--- config.mk ---
export PLATFORM = sky130hd
export DESIGN_NAME = operand_fetch_flat
export DESIGN_NICKNAME = d
export VERILOG_FILES = /design/src/rtl/operand_fetch_if.sv /design/src/rtl/operand_fetch.sv /design/src/flat_wrapper.sv
export SDC_FILE = /design/constraint.sdc
export NUM_CORES = 1
export LEC_CHECK = 0
export BUFFER_PORTS_ARGS = -buffer_cell sky130_fd_sc_hd__clkbuf_2
export CAP_MARGIN = 20
export CORE_MARGIN = 2
export CORE_UTILIZATION = 42
export CTS_CLUSTER_SIZE = 14
export DETAILED_ROUTE_END_ITERATION = 12
export PLACE_DENSITY = 0.77
export REMOVE_ABC_BUFFERS = 1
export SYNTH_ARGS = -nofsm -noshare
export SYNTH_HDL_FRONTEND = slang
export SYNTH_SLANG_ARGS = --single-unit
--- constraint.sdc ---
create_clock -name Clk -period 2.02 [get_ports Clk]
set_input_delay 0 -clock Clk [delete_from_list [all_inputs] [get_ports Clk]]
set_output_delay 0 -clock Clk [all_outputs]
set_load 0.05 [all_outputs]
--- src/rtl/operand_fetch_if.sv ---
// operand_fetch_if: bundle between the register-read stage and its neighbours
// (upstream issue, register file ports, writeback, execute).
// The stage itself uses the slave modport; its environment uses master.
interface operand_fetch_if;
  localparam int unsigned DataW = 32;
  localparam int unsigned AddrW = 5;
  localparam int unsigned CntW  = 16;

  logic             InValid;
  logic             InReady;
  logic [DataW-1:0] Instruction;
  logic [AddrW-1:0] ReadRegister1;
  logic [AddrW-1:0] ReadRegister2;
  logic [DataW-1:0] ReadData1;
  logic [DataW-1:0] ReadData2;
  logic [AddrW-1:0] WriteRegister;
  logic [DataW-1:0] WriteData;
  logic             RegWrite;
  logic             ExLoadValid;
  logic [AddrW-1:0] ExLoadRegister;
  logic             OutValid;
  logic             OutReady;
  logic [DataW-1:0] OpA;
  logic [DataW-1:0] OpB;
  logic [DataW-1:0] OutInstruction;
  logic [CntW-1:0]  StallCount;

  modport master (
    output InValid, Instruction, ReadData1, ReadData2, WriteRegister,
           WriteData, RegWrite, ExLoadValid, ExLoadRegister, OutReady,
    input  InReady, ReadRegister1, ReadRegister2, OutValid, OpA, OpB,
           OutInstruction, StallCount
  );

  modport slave (
    input  InValid, Instruction, ReadData1, ReadData2, WriteRegister,
           WriteData, RegWrite, ExLoadValid, ExLoadRegister, OutReady,
    output InReady, ReadRegister1, ReadRegister2, OutValid, OpA, OpB,
           OutInstruction, StallCount
  );
endinterface

--- src/rtl/operand_fetch.sv ---
// operand_fetch: MIPS register-read stage. Reads rs/rt from the register file,
// resolves same-cycle writeback conflicts, stalls on load-use hazards and holds
// operands in a single-entry output register until execute takes them.
// Build option: define OPERAND_FETCH_BYPASS_EN to forward writeback data at
// accept; otherwise a writeback conflict stalls one cycle instead.
module operand_fetch (
  input logic            Clk,
  input logic            Reset_n,
  operand_fetch_if.slave bus
);
  localparam int unsigned DataW = 32;
  localparam int unsigned AddrW = 5;
  localparam int unsigned CntW  = 16;

  typedef enum logic {
    EMPTY = 1'b0,
    FULL  = 1'b1
  } stateT;

  stateT            state;
  logic [DataW-1:0] opA;
  logic [DataW-1:0] opB;
  logic [DataW-1:0] outInstruction;
  logic [CntW-1:0]  stallCount;

  logic [AddrW-1:0] rs;
  logic [AddrW-1:0] rt;
  logic [AddrW-1:0] heldRs;
  logic [AddrW-1:0] heldRt;
  logic             wbHitRs;
  logic             wbHitRt;
  logic             wbHitHeldRs;
  logic             wbHitHeldRt;
  logic             loadHazard;
  logic             hazard;
  logic             inReady;
  logic             accept;
  logic [DataW-1:0] fetchA;
  logic [DataW-1:0] fetchB;

  // Writeback hits a register only when enabled and the target is not r0.
  function automatic logic wbHit(input logic             regWrite,
                                 input logic [AddrW-1:0] writeRegister,
                                 input logic [AddrW-1:0] r);
    return regWrite && (writeRegister == r) && (r != AddrW'(0));
  endfunction

  assign rs     = bus.Instruction[25:21];
  assign rt     = bus.Instruction[20:16];
  assign heldRs = outInstruction[25:21];
  assign heldRt = outInstruction[20:16];

  assign bus.ReadRegister1 = rs;
  assign bus.ReadRegister2 = rt;

  assign wbHitRs     = wbHit(bus.RegWrite, bus.WriteRegister, rs);
  assign wbHitRt     = wbHit(bus.RegWrite, bus.WriteRegister, rt);
  assign wbHitHeldRs = wbHit(bus.RegWrite, bus.WriteRegister, heldRs);
  assign wbHitHeldRt = wbHit(bus.RegWrite, bus.WriteRegister, heldRt);

  // Both fields are compared regardless of opcode; r0 never creates a hazard.
  assign loadHazard = bus.ExLoadValid && (bus.ExLoadRegister != AddrW'(0)) &&
                      ((bus.ExLoadRegister == rs) || (bus.ExLoadRegister == rt));

`ifdef OPERAND_FETCH_BYPASS_EN
  assign hazard = loadHazard;
`else
  // Without forwarding, wait one cycle for the regfile to commit the write.
  assign hazard = loadHazard || wbHitRs || wbHitRt;
`endif

  assign inReady = ((state == EMPTY) || bus.OutReady) && !hazard;
  assign accept  = bus.InValid && inReady;

  // In the stalling build wbHit is never set on an accept, so this is shared.
  assign fetchA = (rs == AddrW'(0)) ? DataW'(0) : (wbHitRs ? bus.WriteData : bus.ReadData1);
  assign fetchB = (rt == AddrW'(0)) ? DataW'(0) : (wbHitRt ? bus.WriteData : bus.ReadData2);

  // Output register FSM: capture on accept, drain on OutReady, track writebacks while held.
  always_ff @(posedge Clk or negedge Reset_n) begin
    if (!Reset_n) begin
      state          <= EMPTY;
      opA            <= '0;
      opB            <= '0;
      outInstruction <= '0;
      stallCount     <= '0;
    end else begin
      if (bus.InValid && hazard && (stallCount != {CntW{1'b1}})) begin
        stallCount <= stallCount + CntW'(1);
      end
      if (accept) begin
        state          <= FULL;
        opA            <= fetchA;
        opB            <= fetchB;
        outInstruction <= bus.Instruction;
      end else begin
        case (state)
          FULL: begin
            if (bus.OutReady) begin
              state <= EMPTY;
            end else begin
              if (wbHitHeldRs) opA <= bus.WriteData;
              if (wbHitHeldRt) opB <= bus.WriteData;
            end
          end
          default: state <= EMPTY;
        endcase
      end
    end
  end

  assign bus.InReady        = inReady;
  assign bus.OutValid       = (state == FULL);
  assign bus.OpA            = opA;
  assign bus.OpB            = opB;
  assign bus.OutInstruction = outInstruction;
  assign bus.StallCount     = stallCount;
endmodule

--- src/flat_wrapper.sv ---
// flat-port wrapper written by rule: the top's interface ports become plain ports
module operand_fetch_flat 
  (Clk, Reset_n, bus_InValid, bus_Instruction, bus_ReadData1, bus_ReadData2, bus_WriteRegister, bus_WriteData, bus_RegWrite, bus_ExLoadValid, bus_ExLoadRegister, bus_OutReady, bus_InReady, bus_ReadRegister1, bus_ReadRegister2, bus_OutValid, bus_OpA, bus_OpB, bus_OutInstruction, bus_StallCount);
  operand_fetch_if bus_i ();
  input logic Clk;
  input logic Reset_n;
  input wire logic [$bits(bus_i.InValid)-1:0] bus_InValid;
  input wire logic [$bits(bus_i.Instruction)-1:0] bus_Instruction;
  input wire logic [$bits(bus_i.ReadData1)-1:0] bus_ReadData1;
  input wire logic [$bits(bus_i.ReadData2)-1:0] bus_ReadData2;
  input wire logic [$bits(bus_i.WriteRegister)-1:0] bus_WriteRegister;
  input wire logic [$bits(bus_i.WriteData)-1:0] bus_WriteData;
  input wire logic [$bits(bus_i.RegWrite)-1:0] bus_RegWrite;
  input wire logic [$bits(bus_i.ExLoadValid)-1:0] bus_ExLoadValid;
  input wire logic [$bits(bus_i.ExLoadRegister)-1:0] bus_ExLoadRegister;
  input wire logic [$bits(bus_i.OutReady)-1:0] bus_OutReady;
  output wire logic [$bits(bus_i.InReady)-1:0] bus_InReady;
  output wire logic [$bits(bus_i.ReadRegister1)-1:0] bus_ReadRegister1;
  output wire logic [$bits(bus_i.ReadRegister2)-1:0] bus_ReadRegister2;
  output wire logic [$bits(bus_i.OutValid)-1:0] bus_OutValid;
  output wire logic [$bits(bus_i.OpA)-1:0] bus_OpA;
  output wire logic [$bits(bus_i.OpB)-1:0] bus_OpB;
  output wire logic [$bits(bus_i.OutInstruction)-1:0] bus_OutInstruction;
  output wire logic [$bits(bus_i.StallCount)-1:0] bus_StallCount;
  assign bus_i.InValid = bus_InValid;
  assign bus_i.Instruction = bus_Instruction;
  assign bus_i.ReadData1 = bus_ReadData1;
  assign bus_i.ReadData2 = bus_ReadData2;
  assign bus_i.WriteRegister = bus_WriteRegister;
  assign bus_i.WriteData = bus_WriteData;
  assign bus_i.RegWrite = bus_RegWrite;
  assign bus_i.ExLoadValid = bus_ExLoadValid;
  assign bus_i.ExLoadRegister = bus_ExLoadRegister;
  assign bus_i.OutReady = bus_OutReady;
  assign bus_InReady = bus_i.InReady;
  assign bus_ReadRegister1 = bus_i.ReadRegister1;
  assign bus_ReadRegister2 = bus_i.ReadRegister2;
  assign bus_OutValid = bus_i.OutValid;
  assign bus_OpA = bus_i.OpA;
  assign bus_OpB = bus_i.OpB;
  assign bus_OutInstruction = bus_i.OutInstruction;
  assign bus_StallCount = bus_i.StallCount;
  operand_fetch u_core (.Clk(Clk), .Reset_n(Reset_n), .bus(bus_i));
endmodule
### After elaboration in Yosys (flattened, before gate mapping)

Index checks and enable logic that the tools add are counted.
W data, S select, Z words.

| cells by class | value |
|---|---|
| add/subtract/negate cells | 1 |
| multipliers | 0 |
| divide/modulo/power cells | 0 |
| $lt $le $gt $ge | 0 |
| equality and inequality tests | 8 |
| shift operators | 0 |
| muxes and demuxes | 15 |
| bitwise gates (word level) | 1 |
| reductions and logical operators | 31 |

Operators with widths:

| cell | number |
|---|---|
| $mux W32 | 12 |
| $eq A5 B5 Y1 | 6 |
| $reduce_bool A5 Y1 | 5 |
| $add A16 B1 Y16 const B | 1 |
| $ne A16 B16 Y1 const B | 1 |
| $logic_and A1 B1 Y1 | 14 |
| $logic_not A5 Y1 | 2 |
| $reduce_and A3 Y1 | 2 |
| $reduce_bool A2 Y1 | 3 |
| $logic_or A1 B1 Y1 | 4 |
| $mux W1 | 3 |
| $ne A2 B1 Y1 const B | 1 |
| $logic_not A1 Y1 | 1 |
| $not A1 Y1 | 1 |

| word-level totals | value |
|---|---|
| flip-flop bits (word level) | 113 |
| bits in latches | 0 |
| RAM bits | 0 |
| ROM bits | 0 |
| input bits | 144 |
| logic and storage cells | 61 |
| memories kept | 0 |

### Logic depth before layout (Yosys ltp)

Gate-level depths: netlist of the first run.

| depth | value |
|---|---|
| depth in word-level cells | 10 |
| depth in mapped cells | 9 |

### Worst setup path after synthesis of the first run

Ideal clock, no wire load.

| timing | value |
|---|---|
| path kind | register to register |
| from | register u_core.stallCount[8], in the netlist u_core.bus.StallCount[8] |
| to | register u_core.stallCount[1], in the netlist u_core.bus.StallCount[1] |
| library setup time | 125 ps |
| arrival | 2,383 ps |
| data required time | 1,895 ps |
| path slack | -487 ps |
| stages on the path, launching flop included | 8 |
| path buffers | 2 |
| clock period less this slack | 2,507 ps |
| cell sequence | dfrtp_1 nand2_1 or3_1 clkbuf_1 o31a_1 a22oi_2 buf_4 mux2_2 |

| on the way | value |
|---|---|
| cells in the longest elaborated chain, start to end | 2 |

Ends and longest elaborated chain:

| element | RTL line | text |
|---|---|---|
| start: declaration | operand_fetch.sv:24 | `logic [CntW-1:0] stallCount;` |
| start signal: assignment | operand_fetch.sv:89 | `stallCount <= stallCount + CntW'(1);` |
| $ne A16 B16 Y1 | operand_fetch.sv:88 | `if (bus.InValid && hazard && (stallCount != {CntW{1'b1}})) begin` |
| $logic_and A1 B1 Y1 | operand_fetch.sv:88 |  |

No other way between the ends.
A chain may end at the register's enable or synchronous reset.

### Worst setup path after layout of the first run

| timing | value |
|---|---|
| from | input bus_Instruction[20] |
| to | output bus_InReady |

| on the way | value |
|---|---|
| cells in the longest elaborated chain, start to end | 7 |

Ends and longest elaborated chain:

| element | RTL line | text |
|---|---|---|
| start: declaration | flat_wrapper.sv:8 | `input wire logic [$bits(bus_i.Instruction)-1:0] bus_Instruction;` |
| $eq A5 B5 Y1 | operand_fetch.sv:63 | `((bus.ExLoadRegister == rs) \|\| (bus.ExLoadRegister == rt));` |
| $logic_or A1 B1 Y1 | operand_fetch.sv:63 |  |
| $logic_and A1 B1 Y1 | operand_fetch.sv:62 | `assign loadHazard = bus.ExLoadValid && (bus.ExLoadRegister != AddrW'(0)) &&` |
| $logic_or A1 B1 Y1 | operand_fetch.sv:69 | `assign hazard = loadHazard \|\| wbHitRs \|\| wbHitRt;` |
| $logic_or A1 B1 Y1 * | operand_fetch.sv:69 |  |
| $logic_not A1 Y1 * | operand_fetch.sv:72 | `assign inReady = ((state == EMPTY) \|\| bus.OutReady) && !hazard;` |
| $logic_and A1 B1 Y1 * | operand_fetch.sv:72 |  |
| end: declaration | flat_wrapper.sv:17 | `output wire logic [$bits(bus_i.InReady)-1:0] bus_InReady;` |

Every way passes the cells marked *; elsewhere a longest branch is shown, timed or not.

==> flow_summary.ini, run 1 <==
[sta]
drv_slew = 0
fin_skew_ps = 7.51
rsz0062_at_grt = yes
fin_crit_sh_pct = 96.8
hold_viol = 0
slew_headroom_pct = 62.5
tightest_slew_ps = 563
fin_crit_ps = 1960
fmax_mhz = 511
setup_violations = 0

[global_routing]
grt_use_total_pct = 27.3
antenna_found_initial = 2
overflow = 0
grt_max_degree = 56
grt_pass1_vias = 6009
grt_first_pass_wirelength_um = 30400

[critical_path]
cp_cell_sequence = dlygate4sd3_1 > clkbuf_2 > nor2_1 > a211o_1 > o22ai_2 > a21oi_1 > and2_1 > clkbuf_2
crit-reg2reg-launch = u_core.bus.StallCount[8]$_DFFE_PN0P_
path_buf_inv = 3
path_max_fanout = 5
setup.worst_path.start_class = input pin
critPathCaptureType = primary output
cpMostUsedCell = clkbuf_2
path_class = input pin to primary output
required_ps = 2020
path_delay_family = buffers and inverters
slowest_stage = dlygate4sd3_1
cp-startpoint = bus_Instruction[20]
slowest_delay_ps = 570
arrival_ps = 1960

[cells_and_area]
nets = 1053
area_growth_pct = 63.4
fin_cells = 1097
drive_gt1_share_pct = 38.0

[floorplanning]
start_util_pct = 43.4
die_h_um = 119
die-area_um2 = 14100
num_rows = 41
die_w_um = 119
pin_count = 268
core_area_um2 = 12800

[clocking]
cts.sinks = 113
cts_tree = built
cts_max_level = 4
clockBufferDepth = 2
clk_latency_ps = 410
cts.clk_slew.worst_paths_ps = 50
ctsRootBufferMaster = clkbuf_16
numCtsBuffers = 17

[synth]
synth_seq_area_share_pct = 51.0
synth_xor_xnor_area_share_pct = 6.79
async_reset_ff_share_pct = 100
syn_area_um2 = 5550
syn_area_per_cell_um2 = 11.0
synth_compound_area_share_pct = 7.65
synth_ff_type = dfrtp_1
synth-seq-cells = 113
yosys.area_share.adder_pct = 0.226
yosysUniqueCellTypes = 33
synth_edf_count = 0
synth_top_family_by_area = multiplexers
yosysWarnings = 0
synth_mux_area_share_pct = 18.3
syn_inst = 504
synthSimpleGateAreaFrac_pct = 10.9

[worst_hold_path]
hp-class = input pin to asynchronous set/reset pin

[power_and_ir_drop]
p_per_area_nw_per_um2 = 967
ir_worst_vdd_uv = 795
p_total_mw = 8.77
cellLeakagePower_nw = 4.77

[placement]
gp_congestion = 0.838
io_buffers = 267
dp.cells = 924
dpl.hpwl_um = 11400

[routing]
drt_iter0_drc = 343
wl_per_cell_um = 17.5
dr.pass1.iters = 5
vias = 5586
via_per_inst = 5.09
antenna_left = 0
drc = 0
wirelength_um = 19200

[job]
drv_cap = 0

[outcome]
run_status = finished, final reports clean
## registers in the layout, summed over array words and instances (netlist names)
register / count
u_core.bus.OutValid: 1
u_core.bus.StallCount: 16
u_core.bus.OpB: 32
u_core.bus.OpA: 32
u_core.bus.OutInstruction: 32
## final cells by class
type	count	area, µm²
Sequential cell	113	2830
Clock inverter	7	35.0
Timing Repair Buffer	433	3020
Tap cell	172	215
Clock buffer	25	475
Antenna cell	4	10.0
Inverter	6	22.5
Fill cell	885	3710
Multi-Input combinational cell	337	2460
## final timing paths
| path | to | slack [ps] | depth (start not counted) |
|---|---|---|---|
| max | bus_InReady | 60 | 8 |
| min | u_core.bus.StallCount[14]$_DFFE_PN0P_ | 130 | 2 |
| max reg2reg | u_core.bus.StallCount[13]$_DFFE_PN0P_ | 80 | 7 |
| min reg2reg | u_core.bus.OutInstruction[12]$_DFFE_PN0N_ | 490 | 1 |
| max in group asynchronous | u_core.bus.OpB[5]$_DFFE_PN0P_ | 1200 | 3 |
| min in group Clk | u_core.bus.StallCount[12]$_DFFE_PN0P_ | 280 | 5 |
## layout by cell type (no fill, tap or decap), types with 15 or more instances in the layout
cell type        n
clkbuf_2       266
dlygate4sd3_1  131
dfrtp_1        112
nand3_1         73
mux2i_1         64
o21ai_0         55
xnor2_1         28
buf_4           26
mux2_1          21
clkbuf_16       18
xor2_1          15
## where the power goes
| part | internal, mW | switching [mW] |
|---|---|---|
| combinational | 0.942 | 2.25 |
| clock | 1.61 | 1.00 |
| sequential | 2.67 | 0.287 |
| total | 5.22 | 3.54 |
## Yosys cell counts (2+ instances only)
cell type / number / area, µm²
a211o_1: 2 / 17.5
a21oi_1: 3 / 15.0
buf_2: 12 / 60.1
buf_4: 13 / 97.6
buf_6: 3 / 33.8
clkbuf_1: 20 / 75.1
dfrtp_1: 113 / 2830
inv_1: 6 / 22.5
mux2_1: 21 / 236
mux2_2: 12 / 135
mux2i_1: 64 / 641
nand2_1: 13 / 48.8
nand3_1: 73 / 365
nand4_1: 4 / 25.0
nor2_1: 7 / 26.3
nor3_1: 10 / 50.1
nor4_1: 5 / 31.3
o21ai_0: 64 / 320
o22ai_1: 2 / 12.5
or4_1: 3 / 22.5
xnor2_1: 28 / 245
xor2_1: 15 / 131
## per-layer routing
metal | vias up | track usage, % | part of all wire, %
met2 | 264 | 46.3 | 50
met5 | - | 0 | 0
li1 | 2596 | - | -
met1 | 2669 | 30.9 | 40
met4 | 0 | 14.4 | 3.8
met3 | 57 | 8.24 | 6.8
## through the flow
stage	hold slack (ps)	util (%)	setup slack, ps	area (µm²)	setup TNS (ps)
3_3_place_gp	30.9	55.8	38.0	7130	0
2_1_floorplan	-296	-	-2320	5280	-228420
6_report	127	70.9	64.0	9060	0
5_1_grt	179	70.9	-37.2	9050	-185
3_5_place_dp	30.2	55.8	-38.2	7130	-145
4_1_cts	122	70.1	4.45	8960	0
## repair_timing
action,in CTS,in global routing
hold buffers,131,0
endpoints found under the hold margin,137,0
resized for setup,5,14
setup endpoints to repair,13,52
gates cloned,0,1
buffers inserted,0,5
pin swaps,0,1
## kinds of logic (layout without fill, tap and decap cells)
logic type,Yosys count,in the layout
simple gates,120,120
flops,113,113
compound gates,76,76
mux,97,97
other cells,0,4
buf+inv,54,471
fa+ha+maj,1,1
xor+xnor,43,43
(Power assumes the default switching activity.)
==> run 2, diff against run 1 <==
--- a/config.mk
+++ b/config.mk
@@ -10,6 +10,6 @@
 export CORE_MARGIN = 2
-export CORE_UTILIZATION = 42
+export CORE_UTILIZATION = 50
 export CTS_CLUSTER_SIZE = 14
 export DETAILED_ROUTE_END_ITERATION = 12
-export PLACE_DENSITY = 0.77
+export PLACE_DENSITY = 0.86
 export REMOVE_ABC_BUFFERS = 1
==> constraint.sdc (replaced) <==
create_clock -name Clk -period 2.3 [get_ports Clk]
set_input_delay 0 -clock Clk [delete_from_list [all_inputs] [get_ports Clk]]
set_output_delay 0 -clock Clk [all_outputs]
set_load 0.1 [all_outputs]
==> flow_summary.ini, run 2 (synthesis results as in run 1) <==
[power_and_ir_drop]
ir_worst_vdd_uv = 917
cellLeakagePower_nw = 4.67
p_total_mw = 9.60
p_per_area_nw_per_um2 = 1080

[clocking]
clockBufferDepth = 2
numCtsBuffers = 17
cts.sinks = 113
ctsRootBufferMaster = clkbuf_8
cts.clk_slew.worst_paths_ps = 60
cts_max_level = 4
cts_tree = built
clk_latency_ps = 500
post-cts-setup-buffers = 0

[routing]
wl_per_cell_um = 20.4
drc = 0
wirelength_um = 21200
vias = 5965
antenna_left = 0
drt_iter0_drc = 740
via_per_inst = 5.73
dr.pass1.iters = 6

[critical_path]
critPathCapture = u_core.bus.OpA[19]$_DFFE_PN0P_
crit-reg2reg-launch = u_core.bus.OutValid$_DFF_PN0_
ff2ff_path_depth = 6
critPathCaptureType = flip-flop
path_class = flip-flop to flip-flop
arrival_ps = 2640
setup.worst_path.start_class = flip-flop
path_max_fanout = 22
cp-startpoint = u_core.bus.OutValid$_DFF_PN0_
required_ps = 2680
rrSetupSlack_ps = 40
r2r_end = u_core.bus.OpA[19]$_DFFE_PN0P_

[cells_and_area]
fillCellCount = 570
post-route-cell-area_um2 = 8910
final_common_cell = clkbuf_2
area_growth_pct = 60.8
layout_common_cells = 266 x clkbuf_2, 131 x dlygate4sd3_1, 113 x dfrtp_1
nets = 1032
drive_gt1_share_pct = 37.1

[global_routing]
grt_first_pass_wirelength_um = 32000
antenna_found_initial = 1
overflow = 0
grt_max_degree = 60
grt_pass1_vias = 6221
grt_use_total_pct = 35.7

[sta]
setup_violations = 0
fin_skew_ps = 7.68
setup_ws_ps = 44.1
fmax_mhz = 443
whs_ps = 120
fin_crit_sh_pct = 98.1
hold_viol = 0
drv_slew = 0
fin_crit_ps = 2260
tightest_slew_ps = 762
slew_headroom_pct = 49.2
tns_ps = 0

[job]
drv_cap = 0

[placement]
dpl.hpwl_um = 11900
gp_congestion = 0.845
place_ws_ps = 92.9
dpl_cell_area_um2 = 6960
io_buffers = 267

[floorplanning]
die_h_um = 109
die-area_um2 = 11900
pin_count = 268
die_w_um = 109
num_rows = 38
core_area_um2 = 10800
start_util_pct = 51.2

[outcome]
run_status = finished, final reports clean

[worst_hold_path]
hp-class = input pin to asynchronous set/reset pin
run 2: routing by layer:
metal	up-vias	routed length [µm]	track usage [%]
met1	2864	7560	39.2
met2	440	10400	58.3
met4	0	1040	23.1
met3	108	2230	13.0
met5	-	0	0
li1	2553	-	-
run 2: metrics by stage:
step	util (%)	std cells
6_report	82.2	1041
5_1_grt	82.2	1041
4_1_cts	81.9	1040
3_5_place_dp	64.2	877
3_3_place_gp	64.2	877
2_1_floorplan	-	456
run 2: worst min path at each step:
stage | startpoint | to | slack (ps) | cells after the start
finish | Reset_n | u_core.bus.OpA[20]$_DFFE_PN0P_ | 120 | 2
global route | Reset_n | u_core.bus.OpA[20]$_DFFE_PN0P_ | 180 | 2
global placement | Reset_n | u_core.bus.OpB[20]$_DFFE_PN0P_ | 110 | 1
CTS | Reset_n | u_core.bus.OpB[20]$_DFFE_PN0P_ | 150 | 2
floorplan | Reset_n | u_core.bus.OpA[0]$_DFFE_PN0P_ | -300 | 0
detailed placement | Reset_n | u_core.bus.OpB[20]$_DFFE_PN0P_ | 130 | 1
run 2: area by class of cell:
type                            count  area, µm²  area share (%)
Multi-Input combinational cell    337       2460            27.6
Inverter                            6       22.5           0.253
Antenna cell                        1       2.50          0.0281
Sequential cell                   113       2830            31.7
Clock inverter                     11        160            1.80
Timing Repair Buffer              412       2820            31.6
Tap cell                          140        175            1.96
Clock buffer                       21        449            5.04
run 2: what timing repair did:
action,in CTS,in global routing
resized for setup,0,13
setup endpoints to repair,0,17
hold buffers,131,0
hold endpoints to repair,155,0
run 2: critical path: stages (launching register included):
cell and delay, ps:
dfrtp_1 350, nand2b_1 110, or2_2 300, or4_2 690, buf_6 230, mux2i_1 160
o21ai_0 280
run 2: power breakdown:
part	total, mW	switching (mW)	internal [mW]
Sequential	2.62	0.282	2.34
Combinational	4.24	3.44	0.805
Clock	2.73	0.923	1.81
Total	9.60	4.64	4.95
